===== src/rtl/hdr_pkg.sv =====
// Shared definitions for the HDR inverse-response engine: widths, table depth
// and the search FSM state encoding.
package hdr_pkg;

  localparam int PIX_W_DEF = 5;
  localparam int LOG_W_DEF = 8;
  localparam int TBL_DEPTH = 32;

  typedef enum logic [1:0] {
    ST_IDLE   = 2'd0,
    ST_SEARCH = 2'd1,
    ST_DONE   = 2'd2
  } state_t;

endpackage


===== src/rtl/g_table_regfile.sv =====
// Flop-based response table: one synchronous write port, reset to a linear ramp,
// and two combinational read ports (search candidate and fixed entry 0).
module g_table_regfile
  import hdr_pkg::*;
#(
  parameter int PIX_W = PIX_W_DEF,
  parameter int LOG_W = LOG_W_DEF
) (
  input  logic             clk,
  input  logic             rst,
  input  logic             we_i,
  input  logic [PIX_W-1:0] waddr_i,
  input  logic [LOG_W-1:0] wdata_i,
  input  logic [PIX_W-1:0] raddr_i,
  output logic [LOG_W-1:0] rdata_o,
  output logic [LOG_W-1:0] rdata0_o
);

  localparam int DEPTH = 2 ** PIX_W;

  logic [LOG_W-1:0] mem_q [DEPTH];

  // Default curve places index i in the top PIX_W bits of the entry.
  always_ff @(posedge clk) begin
    if (rst) begin
      for (int i = 0; i < DEPTH; i++) begin
        mem_q[i] <= LOG_W'(i) << (LOG_W - PIX_W);
      end
    end else if (we_i) begin
      mem_q[waddr_i] <= wdata_i;
    end
  end

  assign rdata_o  = mem_q[raddr_i];
  assign rdata0_o = mem_q[0];

endmodule


===== src/rtl/g_inverse_search.sv =====
// Inverse camera response: bit-serial binary search for the largest code whose
// table entry is <= the requested log-exposure value.
module g_inverse_search
  import hdr_pkg::*;
#(
  parameter int PIX_W = PIX_W_DEF,
  parameter int LOG_W = LOG_W_DEF
) (
  input  logic             clk,
  input  logic             rst,
  input  logic             clk_en,
  input  logic             in_valid,
  output logic             in_ready,
  input  logic [LOG_W-1:0] in_log,
  output logic             out_valid,
  input  logic             out_ready,
  output logic [PIX_W-1:0] out_code,
  output logic             out_under,
  input  logic             wr_en,
  input  logic [PIX_W-1:0] wr_addr,
  input  logic [LOG_W-1:0] wr_data,
  output logic             busy,
  output state_t           dbg_state
);

  // Handshakes: a transfer happens on an enabled edge where valid && ready;
  // out_valid and the result stay stable until that transfer completes.

  localparam int BW = (PIX_W > 1) ? $clog2(PIX_W) : 1;

  state_t           state_q, state_d;
  logic [BW-1:0]    bit_q, bit_d;
  logic [LOG_W-1:0] v_q, v_d;
  logic [PIX_W-1:0] res_q, res_d;
  logic             out_valid_q, out_valid_d;
  logic [PIX_W-1:0] out_code_q, out_code_d;
  logic             out_under_q, out_under_d;

  logic [PIX_W-1:0] cand;
  logic [LOG_W-1:0] t_cand;
  logic [LOG_W-1:0] t_zero;
  logic             tbl_we;

  assign cand   = res_q | (PIX_W'(1) << bit_q);
  assign tbl_we = clk_en && wr_en && (state_q == ST_IDLE);

  g_table_regfile #(
    .PIX_W (PIX_W),
    .LOG_W (LOG_W)
  ) u_table (
    .clk      (clk),
    .rst      (rst),
    .we_i     (tbl_we),
    .waddr_i  (wr_addr),
    .wdata_i  (wr_data),
    .raddr_i  (cand),
    .rdata_o  (t_cand),
    .rdata0_o (t_zero)
  );

  always_comb begin
    state_d     = state_q;
    bit_d       = bit_q;
    v_d         = v_q;
    res_d       = res_q;
    out_valid_d = out_valid_q;
    out_code_d  = out_code_q;
    out_under_d = out_under_q;
    unique case (state_q)
      ST_IDLE: begin
        if (in_valid) begin
          state_d = ST_SEARCH;
          v_d     = in_log;
          res_d   = '0;
          bit_d   = BW'(PIX_W - 1);
        end
      end
      ST_SEARCH: begin
        if (t_cand <= v_q) res_d = cand;
        if (bit_q == '0) state_d = ST_DONE;
        else             bit_d   = bit_q - BW'(1);
      end
      ST_DONE: begin
        // First DONE cycle registers the result; later cycles wait for the sink.
        if (!out_valid_q) begin
          out_valid_d = 1'b1;
          out_code_d  = res_q;
          out_under_d = (v_q < t_zero);
        end else if (out_ready) begin
          out_valid_d = 1'b0;
          state_d     = ST_IDLE;
        end
      end
      default: state_d = ST_IDLE;
    endcase
  end

  always_ff @(posedge clk) begin
    if (rst) begin
      state_q     <= ST_IDLE;
      bit_q       <= '0;
      v_q         <= '0;
      res_q       <= '0;
      out_valid_q <= 1'b0;
      out_code_q  <= '0;
      out_under_q <= 1'b0;
    end else if (clk_en) begin
      state_q     <= state_d;
      bit_q       <= bit_d;
      v_q         <= v_d;
      res_q       <= res_d;
      out_valid_q <= out_valid_d;
      out_code_q  <= out_code_d;
      out_under_q <= out_under_d;
    end
  end

  assign in_ready  = (state_q == ST_IDLE) && !rst;
  assign busy      = (state_q != ST_IDLE);
  assign out_valid = out_valid_q;
  assign out_code  = out_code_q;
  assign out_under = out_under_q;
  assign dbg_state = state_q;

endmodule

===== config.mk =====
export PLATFORM = sky130hd
export DESIGN_NAME = g_inverse_search
export DESIGN_NICKNAME = d
export VERILOG_FILES = /design/src/rtl/hdr_pkg.sv /design/src/rtl/g_table_regfile.sv /design/src/rtl/g_inverse_search.sv
export SDC_FILE = /design/constraint.sdc
export NUM_CORES = 1
export LEC_CHECK = 0
export ABC_AREA = 1
export BUFFER_PORTS_ARGS = -buffer_cell sky130_fd_sc_hd__buf_2
export CAP_MARGIN = 5
export CORE_MARGIN = 2
export CORE_UTILIZATION = 25
export CTS_BUF_LIST = sky130_fd_sc_hd__clkbuf_8 sky130_fd_sc_hd__clkbuf_16
export DETAILED_ROUTE_END_ITERATION = 10
export SYNTH_ARGS = -nofsm -noshare
export SYNTH_HDL_FRONTEND = slang
export SYNTH_SLANG_ARGS = --single-unit

===== constraint.sdc =====
create_clock -name clk -period 3.11 [get_ports clk]
set_input_delay 0.622 -clock clk [delete_from_list [all_inputs] [get_ports clk]]
set_output_delay 0.622 -clock clk [all_outputs]
set_load 0.02 [all_outputs]

=== Word level (Yosys, flattened, before mapping) ===
Memory sizes are Yosys's and may differ from the RTL's.
Index checks and enable logic that the tools add are counted.

* Register bits: 25
* RAM bits: 256
* Input port bits: 27
* Logic and storage cells: 58
* Memories: 1

* Add/sub/neg operators: 1
* Order comparisons: 2
* Eq/ne operators: 8
* Shift operators: 1
* Mux-type cells: 21
* Bitwise operators: 2
* Reduce and logical (&&, ||, !) cells: 15

{| class="wikitable"
|+ Memory list
! name !! depth !! width !! read ports !! clocked after Yosys merged registers in !! wr ports !! line !! RTL
|-
| u_table.mem_q || 32 || 8 || 2 || 0 || 32 || g_table_regfile.sv:21 || <nowiki>logic [LOG_W-1:0] mem_q [DEPTH];</nowiki>
|}

{| class="wikitable"
|+ Operators by type and width
! cell !! count
|-
| $mux 5 || 3
|-
| $ne 2x2->1 const B || 6
|-
| $pmux 5 s2 || 1
|-
| $le 8x8->1 || 1
|-
| $lt 8x8->1 || 1
|-
| $mux 1 || 8
|-
| $mux 2 || 4
|-
| $mux 8 || 1
|-
| $reduce_and 4->1 || 2
|-
| $reduce_or 8->1 || 1
|-
| $mux 3 || 2
|-
| $pmux 2 s3 || 1
|-
| $pmux 3 s2 || 1
|-
| $reduce_and 3->1 || 2
|-
| $or 5x5->5 || 1
|-
| $reduce_and 5->1 || 1
|-
| $shl 1x3->5 const A || 1
|-
| $reduce_bool 2->1 || 2
|-
| $logic_and 1x1->1 || 3
|-
| $logic_not 3->1 || 1
|-
| $sub 3x1->3 const B || 1
|-
| $eq 2x1->1 const B || 1
|-
| $eq 2x2->1 const B || 1
|-
| $logic_not 2->1 || 1
|-
| 3 further kinds || 3
|}

=== Logic depth before layout (Yosys ltp) ===
* Word-level depth: 7
* Mapped depth: 23
* Depth with buffers taken out: 22

=== Hierarchy ===
A second synthesis with hierarchy kept.

* Cells, all modules: 1,498
* Area, all modules: 13,574.3 µm²

{| class="wikitable"
|+ By module, submodules not included
! module !! instances !! cells each !! area an instance (µm²) !! seq. area each (µm²)
|-
| g_table_regfile || 1 || 1,281 || 12,019.0 || 7,687.4
|-
| g_inverse_search || 1 || 217 || 1,555.2 || 500.5
|}

=== Least setup slack after synthesis ===
No wires, ideal clock.

* Path type: register to register
* Start: register bit_q[0]
* End: register res_q[0]
* Library setup time: 0.115 ns
* Arrival: 2.618 ns
* Required time: 2.995 ns
* Path slack: 0.377 ns
* Stages on the path, launching flop included: 22
* Path buffers: 2
* Clock period less this slack: 2.733 ns
* Cells stage by stage: dfxtp_1 > inv_1 > ha_1 > nand2_1 > nand2_1 > buf_2 > buf_2 > nand2_1 > nand3_1 > nand3_1 > nand3_1 > nand3_1 > nand2_1 > ha_1 > nand2_1 > nor2_1 > nand4_1 > and2_1 > nand2_1 > nand3_1 > nand2_1 > nor2_1

* Longest elaborated chain between the ends: 6
* Elaborated cells between the ends (all ways): 8

{| class="wikitable"
|+ Ends and longest elaborated chain
! element !! line !! RTL
|-
| start, declared || g_inverse_search.sv:32 || <nowiki>logic [BW-1:0] bit_q, bit_d;</nowiki>
|-
| start signal, assigned || g_inverse_search.sv:109 || <nowiki>bit_q <= bit_d;</nowiki>
|-
| $shl 1x3->5 * || g_inverse_search.sv:44 || <nowiki>assign cand = res_q | (PIX_W'(1) << bit_q);</nowiki>
|-
| $or 5x5->5 * || g_inverse_search.sv:44 ||
|-
| $mem_v2 32x8 || -- ||
|-
| $le 8x8->1 || g_inverse_search.sv:79 || <nowiki>if (t_cand <= v_q) res_d = cand;</nowiki>
|-
| $ne 2x2->1 (no line) || -- ||
|-
| $reduce_and 4->1 (no line) || -- ||
|-
| end signal, assigned || g_inverse_search.sv:111 || <nowiki>res_q <= res_d;</nowiki>
|-
| end, declared || g_inverse_search.sv:34 || <nowiki>logic [PIX_W-1:0] res_q, res_d;</nowiki>
|}

Mark *: on every way between the ends. The rest lies on a longest branch, timed or not. The select of a mux whose other input is x is not followed.
A chain may end at the register's enable or synchronous reset.

=== Worst setup path after layout ===
* Start: register bit_q[1]
* End: register res_q[1]

The elaborated chain is that of the path after synthesis.

==> results_dict.tcl <==
set metrics [dict create \
    status "finished clean" \
    criticalPathCategory "flip-flop to flip-flop" \
    rrSetupSlack_ps 220 \
    finalHoldViolCount 0 \
    syn_area_um2 13600 \
    async_reset_ff_share_pct 0 \
    slew_headroom_pct 52.1 \
    rsz0062_at_grt "false" \
    gp_congestion 0.867 \
    die_y_um 237 \
    p_per_area_nw_per_um2 623 \
    drtAntennaViolNets 0 \
    power_frac_seq_pct 43.2 \
    max_cap_violations 0 \
    leakagePower_nw 6.06 \
    pre_cts_ws_ps -50.1 \
    fin_area_um2 15900 \
    clock_sinks 281 \
    antenna_found_initial 4 \
    clkSlewWorstSetupHoldPaths_ps 60 \
    skew_ps 8.90 \
    setup_tns_ps 0 \
    synthDistinctLibCells 33 \
    slowest_stage "clkinv_1" \
    portBuffers 37 \
    path_max_fanout 17 \
    setup_ws_ps 220 \
    crit_chain "buf_4, ha_1, a21oi_2, clkinv_1, nand3_1, nand3_1, nand2_1, ha_1, inv_1, o21bai_1, nand2_1, nand2_1, nand2_1, nand2_1, nand2_4, nand3_1, nand2_1, nor2_1" \
    ios 38 \
    yosys_warnings 0 \
    post-route-period-util_pct 92.9 \
    critPathLaunch "bit_q[1]" \
    arrival_ps 3350 \
    internal_power_w 0.00706 \
    max_freq_ghz 0.346 \
    synth_seq_area_share_pct 60.3 \
    crit_family "simple AND/OR/NAND/NOR gates" \
    cp_slowest_stage_delay_ps 460 \
    endpoint_kind "flip-flop" \
    tritoncts "built" \
    post_drt_wl_per_cell_um 17.8 \
    required_ps 3570 \
    drc 0 \
    start_util_pct 25.3 \
    grt_pass1_wl_um 59300 \
    switching_share_pct 28.7 \
    hpwl_um 24400 \
    final_common_cell "nand3_1" \
    max-vdd-ir-drop_mv 0.433 \
    cts_made_buffers 31 \
    ys_ff_latch 281 \
    r2r-start "bit_q[1]" \
    slew_viol_final 0 \
    first_pass_iters 5 \
    clk_latency_ps 560 \
    dieArea_um2 56200 \
    setup_violations 0 \
    path_common_cell "nand2_1" \
    synth_edf_count 256 \
    grt_max_degree 75 \
    endpoint "res_q[1]" \
    vias 10766 \
    syn_inst 1471 \
    placed_cell_area_um2 14700 \
    cts_max_path_buffers 3 \
    finish.utilization_pct 29.5 \
    postSynthAreaPerCell_um2 9.24 \
    p_sw_w 0.00284 \
    synth_ff_type "edfxtp_1" \
    period_needed_ps 2890 \
    coreArea_um2 53800 \
    grt_overflow 0 \
    layout.nets 1535 \
    crit_buf_inv 3 \
    hold_class "input port to flip-flop" \
    start_kind "flip-flop" \
    layout_common_cells "nand3_1, nand2_1, edfxtp_1, nor2_1, inv_1" \
    std_cell_rows 85 \
    layout-drive-gt1-share_pct 12.7 \
    root_buffer "clkbuf_16" \
    cp_num_cells 18 \
    worst_pin_slew_ps 716 \
    grt_pass1_vias 10175 \
    area_delta_synth_final_pct 16.9 \
    hold_ws_ps 289 \
    drt-initial-drc-count 1154 \
    syn-num-nets 1518 \
    ctsHoldBuffers 0 \
    p_clk_share_pct 37.4 \
    htree_levels 1 \
    grt_usage_pct 13.6 \
    comb_power_share_pct 19.4 \
    viasPerCell 4.87 \
    finalWirelength_um 39200 \
    reg2regPathDepth 18 \
    chipWidth_um 237 \
    r2r-end "res_q[1]" \
]
==> state kept, by name (all words and copies together) (netlist names) <==
signal,flops
bit_q,3
u_table.mem_q,256
v_q,8
out_under,1
res_q,5
dbg_state,2
out_valid,1
out_code,5
==> metrics by stage <==
step | cells | total power, W
2_1_floorplan | 1471 | 0.00552
3_3_place_gp | 2144 | 0.00608
3_5_place_dp | 2144 | 0.00611
4_1_cts | 2202 | 0.00984
5_1_grt | 2208 | 0.0103
6_report | 2210 | 0.00989
==> logic make-up (layout without fill, tap and decap cells) <==
family          Yosys count  count (layout)  synth area share [%]
buf+inv                 200             241                  5.79
fa+ha+maj                20              20                  1.84
simple gates            919             919                  30.1
compound gates           51              51                  2.06
flops                   281             281                  60.3
other cells               0               2                     0
==> tightest hold or removal path: stages <==
cell and delay, ps:
buf_2 80, nor2_1 30, nor2_1 80
==> power by group through the flow <==
stage / logic [W] / clock network [W] / registers [W]
5_1_grt: 0.00211 / 0.00390 / 0.00428
3_5_place_dp: 0.00176 / 0 / 0.00435
3_3_place_gp: 0.00174 / 0 / 0.00435
6_report: 0.00192 / 0.00370 / 0.00427
2_1_floorplan: 0.00119 / 0 / 0.00433
4_1_cts: 0.00181 / 0.00376 / 0.00427
==> worst min-delay path by stage <==
stage | from | end | cells after the start
after global placement | out_valid | out_valid | 2
after global routing | in_log[0] | v_q[0] | 3
after CTS | in_log[0] | v_q[0] | 3
final | in_log[0] | v_q[0] | 3
after floorplan | res_q[0] | res_q[0] | 2
after detailed placement | out_valid | out_valid | 2
==> layout make-up <==
cell class,instances,area (µm²)
Fill cell,5620,37900
Clock inverter,23,214
Timing Repair Buffer,77,709
Sequential cell,281,8190
Antenna cell,2,5.00
Multi-Input combinational cell,990,4680
Inverter,107,403
Tap cell,696,871
Clock buffer,34,817
==> per-layer routing <==
layer / part of all wire (%) / vias up / global-route usage [%]
li1: - / 5017 / -
met1: 43 / 5154 / 18.8
met2: 45 / 512 / 21.4
met3: 8.9 / 79 / 2.52
met4: 3.3 / 4 / 4.50
met5: 0.069 / - / 0
==> cell usage after synthesis (2+ instances only) <==
master | number | share of area [%]
nor3_1 | 2 | 0.074
buf_1 | 7 | 0.19
nand3b_1 | 9 | 0.50
a21oi_1 | 24 | 0.88
inv_2 | 24 | 0.66
clkbuf_1 | 57 | 1.6
ha_1 | 20 | 1.8
nor2_1 | 216 | 6.0
edfxtp_1 | 256 | 57
a21oi_2 | 4 | 0.26
clkinv_1 | 3 | 0.083
o21ai_0 | 19 | 0.70
nand3_2 | 2 | 0.15
nand3_1 | 363 | 13
nor2_4 | 4 | 0.33
nand2_1 | 296 | 8.2
nor2_2 | 13 | 0.60
inv_1 | 80 | 2.2
dfxtp_1 | 25 | 3.7
buf_2 | 29 | 1.1
nand2_2 | 6 | 0.28
==> timing repair <==
action | CTS | global route
resized for setup | 2 | 14
pin swaps | 0 | 1
cloned | 1 | 3
hold endpoints to repair | 0 | 0
endpoints found under the setup margin | 5 | 5
setup buffers | 0 | 3
Power figures use the tool's default switching activity.
